==> src/rtl/seq_detect_1011_sched.sv <==
// Shares one 1011 sequence detector among NUM_REQ round-robin requesters:
// each granted word is serialised MSB-first into the detector and its hit count is returned.
module seq_detect_1011_sched #(
  parameter int NUM_REQ = 4,
  parameter int WORD_W  = 8,
  parameter int ID_W    = 2,
  parameter int CNT_W   = 4
) (
  input  logic                      clk,
  input  logic                      reset,
  input  logic [NUM_REQ-1:0]        req_valid,
  input  logic [NUM_REQ*WORD_W-1:0] req_data,
  output logic [NUM_REQ-1:0]        req_ready,
  output logic                      det_reset,
  output logic                      det_inp_bit,
  input  logic                      det_seen,
  output logic                      done_valid,
  output logic [ID_W-1:0]           done_id,
  output logic [CNT_W-1:0]          done_count,
  input  logic                      done_ready,
  output logic                      busy
);

  localparam int IDX_W = (WORD_W > 1) ? $clog2(WORD_W) : 1;

  typedef enum logic [2:0] {IDLE, CLR, SHIFT, DRAIN, DONE} state_t;

  state_t            state, next_state;
  logic [ID_W-1:0]   rr_ptr;
  logic [WORD_W-1:0] word;
  logic [ID_W-1:0]   id;
  logic [CNT_W-1:0]  count;
  logic [IDX_W-1:0]  bit_idx;

  logic              grant_found;
  logic [ID_W-1:0]   grant;
  logic [31:0]       cand;
  logic              transfer;

  // Rotating priority scan starting at rr_ptr
  always_comb begin
    grant_found = 1'b0;
    grant       = '0;
    cand        = '0;
    for (int unsigned j = 0; j < NUM_REQ; j++) begin
      cand = (32'(rr_ptr) + j) % NUM_REQ;
      if (!grant_found && req_valid[cand]) begin
        grant_found = 1'b1;
        grant       = ID_W'(cand);
      end
    end
  end

  // All outputs are forced to their reset values while reset is high
  always_comb begin
    next_state  = state;
    req_ready   = '0;
    transfer    = 1'b0;
    det_reset   = reset;
    det_inp_bit = 1'b0;
    done_valid  = 1'b0;
    done_id     = '0;
    done_count  = '0;
    busy        = 1'b0;
    if (!reset) begin
      busy       = (state != IDLE);
      done_id    = id;
      done_count = count;
      case (state)
        IDLE: begin
          if (grant_found) begin
            req_ready[grant] = 1'b1;
            transfer         = 1'b1;
            next_state       = CLR;
          end
        end
        CLR: begin
          det_reset  = 1'b1;
          next_state = SHIFT;
        end
        SHIFT: begin
          det_inp_bit = word[IDX_W'(WORD_W-1) - bit_idx];
          if (bit_idx == IDX_W'(WORD_W-1)) next_state = DRAIN;
        end
        DRAIN: next_state = DONE;
        DONE: begin
          done_valid = 1'b1;
          if (done_ready) next_state = IDLE;
        end
        default: next_state = IDLE;
      endcase
    end
  end

  always_ff @(posedge clk) begin
    if (reset) begin
      state   <= IDLE;
      rr_ptr  <= '0;
      word    <= '0;
      id      <= '0;
      count   <= '0;
      bit_idx <= '0;
    end else begin
      state <= next_state;
      case (state)
        IDLE: begin
          if (transfer) begin
            word   <= req_data[grant*WORD_W +: WORD_W];
            id     <= grant;
            rr_ptr <= (grant == ID_W'(NUM_REQ-1)) ? '0 : grant + ID_W'(1);
          end
        end
        CLR: begin
          count   <= '0;
          bit_idx <= '0;
        end
        SHIFT: begin
          // det_seen lags the bit stream by one cycle, so shift cycle 0 never carries a hit
          if ((bit_idx != '0) && det_seen) count <= count + CNT_W'(1);
          bit_idx <= bit_idx + IDX_W'(1);
        end
        DRAIN: begin
          if (det_seen) count <= count + CNT_W'(1);
        end
        default: ;
      endcase
    end
  end

endmodule

==> config.mk <==
export PLATFORM = sky130hd
export DESIGN_NAME = seq_detect_1011_sched
export DESIGN_NICKNAME = d
export VERILOG_FILES = /design/src/rtl/seq_detect_1011_sched.sv
export SDC_FILE = /design/constraint.sdc
export NUM_CORES = 1
export LEC_CHECK = 0
export BUFFER_PORTS_ARGS = -buffer_cell sky130_fd_sc_hd__buf_2
export CAP_MARGIN = 20
export CORE_ASPECT_RATIO = 1.2
export CORE_MARGIN = 3
export CORE_UTILIZATION = 46
export CTS_BUF_LIST = sky130_fd_sc_hd__clkbuf_2 sky130_fd_sc_hd__clkbuf_4 sky130_fd_sc_hd__clkbuf_8
export DETAILED_ROUTE_END_ITERATION = 7
export GPL_ROUTABILITY_DRIVEN = 1
export HOLD_SLACK_MARGIN = 0.15
export PLACE_DENSITY_LB_ADDON = 0.08
export RECOVER_POWER = 100
export SLEW_MARGIN = 25
export SYNTH_ARGS = -nofsm -noshare
export SYNTH_HDL_FRONTEND = slang
export SYNTH_SLANG_ARGS = --single-unit
==> constraint.sdc <==
create_clock -name clk -period 1.6 [get_ports clk]
set_input_delay 0.16 -clock clk [delete_from_list [all_inputs] [get_ports clk]]
set_output_delay 0.16 -clock clk [all_outputs]
set_load 0.005 [all_outputs]
==> results.md <==
* Outcome: complete, but fails checks
* Failing checks: setup timing
* Final Hold Fails at 0
* Peak supply drop at 0.0007220 V
* Setup crit start: rr_ptr[1]$_SDFFE_PP0P_
* Routed metal-1 wire length at 1.684 mm
* Total Negative Setup Slacks at -1.302 ns
* Worst stage delay on the critical path at 0.37 ns
* GR Overflow Total at 0
* Fin. max-slew vios at 0
* H-tree depth at 1
* Worst Path Buf+Inv at 2
* Comb pwr share at 56.6%
* CTS root buffer: clkbuf_4
* Residual DRC count at 0
* Top cell type's share of synthesized area at 30.06%
* Die Wd at 57.52 µm
* PnR worst setup slack at -0.2298 ns
* Syn nets at 212
* Clk_skew at 0.0008682 ns
* Antenna diodes at 0
* CP cell instances: a21oi_2 > nor3b_1 > or3_4 > clkinv_4 > nor4_2 > buf_2
* WL met2 at 1.978 mm
* CP Class: reg2out
* TritonCTS Sinks at 22
* Clock power share at 11.0%
* Startpoint Class: flop
* Setup violation total in the final timing report at 15
* DR WL/cell at 14.18 µm
* Die area at 0.003901 mm²
* Max layer used: met4
* Worst R2R Start: rr_ptr[0]$_SDFFE_PP0P_
* Routed vias/inst at 5.597
* Rel. slew slack at 65.56%
* Worst skew pair latency at 0.31 ns
* First-pass GRT wire length at 6.513 mm
* # rows at 21
* Crit-path max FO at 4
* Slowest cell on the critical path: dfxtp_2
* Register area share after synthesis at 30.06%
* Post-route ant nets at 0
* Multi-input logic area at 0.001080 mm²
* Crit path time final at 1.830 ns
* CP Data Arrival Time at 1.67 ns
* Core ar. at 0.002917 mm²
* DIE HEIGHT at 67.83 µm
* Met3 wire length at 190 µm
* I/O Buffers at 53
* Synthesized flop and latch total at 22
* Area Growth Syn to Fin at 44.49%
* Cells after Synth at 167
* Unrepaired setup endpoints after global routing: true
* DRT iter0 DRCs at 90
* Routed via count at 1528
* CP endpoint: req_ready[0]
* Syn Area/Cell at 8.773 µm²
* Fill count at 242
* GP Congestion at 0.8029
* Post-synth EDFFs at 0
* Cell Area, Synth at 0.001465 mm²
* Initial DRT Pass Iterations at 5
* Max-Cap Viols at 0
* Total CTS buffers at 3
* Most common cell after layout, fill and taps aside: buf_2
* GRT Total Usage at 20.48%
* Initial Util at 50.24%
* Worst Tran Pin Value at 0.5166 ns
* Sequential share of power at 32.4%
* Fin area at 0.002117 mm²
* Synth cell types at 45
* Synth area leaders: dfxtp_1 (30%), mux2i_1 (12%), o221ai_1 (4.8%), ha_1 (4.3%), nand3b_1 (4.1%)
* Ys Warns at 0
* Placed cell area at 0.001843 mm²
* CTS clk-pin slew, worst paths at 0.12 ns
* Synth area leader: dfxtp_1
* Sw Pwr at 928.5 µW
* Most frequent cells in the layout: buf_2 (48), buf_4 (21), dfxtp_1 (17)
* Nets@finish at 286
* DPL Wire Length at 2.781 mm
* Reg2Reg Depth at 7
* Final period util at 114.4%
* Max clock buf depth at 2
* Largest delay contributor family on the critical path: simple AND/OR/NAND/NOR gates
* R2R Setup Slk at -0.03 ns
* Largest net degree at the start of global routing at 26
* Peak Freq at 0.5465 GHz
* Sw Ratio at 39.22%
* WP depth at 6
* Cell-internal power at 1439 µW
* Critical Path RT at 1.44 ns
* Ports at 54
* Worst r2r dst: word[2]$_SDFFE_PP0P_
* Async SR Flop Fraction at 0%
* Vias in the first global route at 1517
* CTS tree: built
* Main synth FF type: dfxtp_1
* CP Capture Type: output pin
* PD cells at 1118 mW/mm²
* Static Leak at 0.0009503 µW
* Worst Hold Class: in2reg
* Initial antenna violation count at 0
* Total chip power at 2368 µW
* Detailed Route WL at 3.870 mm
* Register area at 454.2 µm²
* Layout cell share with drive strength beyond 1 at 47.70%
how the worst min path moves through the flow:
stage          cells after the start               endpoint               start  slack [ns]
5_1_grt                            3   word[6]$_SDFFE_PP0P_        req_data[30]        0.16
4_1_cts                            3   word[6]$_SDFFE_PP0P_        req_data[30]        0.15
2_1_floorplan                      2  state[2]$_SDFFE_PP0P_          done_ready        0.35
3_5_place_dp                       2     id[0]$_SDFFE_PP0P_  id[0]$_SDFFE_PP0P_        0.44
3_3_place_gp                       2     id[0]$_SDFFE_PP0P_  id[0]$_SDFFE_PP0P_        0.44
6_report                           3   word[6]$_SDFFE_PP0P_        req_data[30]        0.15
cells by family (layout without fill, tap and decap cells):
group                    after synthesis  after routing  synth area share, %
AND/OR/NAND/NOR                       64             64                25.45
adder cells (fa/ha/maj)                5              5                4.270
flip-flops                            22             22                30.06
multiplexers                          19             19                14.69
AO/OA/AOI/OAI                         35             35                16.57
XOR/XNOR                               3              3                1.794
buffers and inverters                 19             91                7.173
registers in the layout, indices dropped and copies added, names as in the netlist:
signal   count
bit_idx      3
word         8
id           2
state        3
count        4
rr_ptr       2
through the flow:
step	instances	hold slack, ns	utilization, %	setup WS (ns)
finish	273	0.1510	72.59	-0.2298
global route	273	0.1568	72.59	-0.3662
CTS	273	0.1505	70.74	-0.2177
detailed placement	260	0.4435	63.19	-0.01729
global placement	260	0.4405	63.19	0.01447
floorplan	167	0.3547	-	-0.008631
repair_timing:
action / in CTS / in global routing
hold buffers: 2 / 0
pin swaps: 6 / 2
setup endpoints to repair: 14 / 21
endpoints found under the hold margin: 2 / 0
gates resized for setup: 27 / 12
setup buffers: 8 / 0
power by group through the flow:
stage / registers, µW / logic (µW) / clock network (µW)
after floorplan: 750 / 769 / 0
after detailed placement: 768 / 1060 / 0
after CTS: 762 / 1270 / 274
after global routing: 779 / 1470 / 290
after global placement: 762 / 1030 / 0
final: 767 / 1340 / 260
cells in the mapped netlist, types with 4 or more instances:
| cell | number |
|---|---|
| nand3b_1 | 8 |
| dfxtp_1 | 22 |
| mux2i_1 | 17 |
| o221ai_1 | 8 |
| nor2b_1 | 5 |
| buf_6 | 4 |
| clkbuf_1 | 4 |
| ha_1 | 5 |
| a21oi_1 | 11 |
| nand2_1 | 10 |
| nor4_1 | 5 |
| nor2_1 | 16 |
| inv_1 | 8 |
worst reg2reg max path, delay by kind of cell (launching register included):
kind,cells,cell delay [ns]
compound gates,3,0.45
flops,1,0.38
buf+inv,2,0.28
mux,1,0.26
simple gates,1,0.16
per-layer routing:
metal  vias to the layer above  track usage [%]
li1                        754                -
met1                       720            25.37
met2                        52            37.71
met3                         2            2.264
met4                         0            4.928
met5                         -                0
area by class of cell:
class / count / share of cell area (%)
clock buffer: 3 / 1.064
inverter: 9 / 1.832
multi-input combinational: 126 / 51.00
sequential: 22 / 21.45
tap: 34 / 2.009
timing repair buffer: 79 / 22.64
Power figures use the tool's default switching activity.
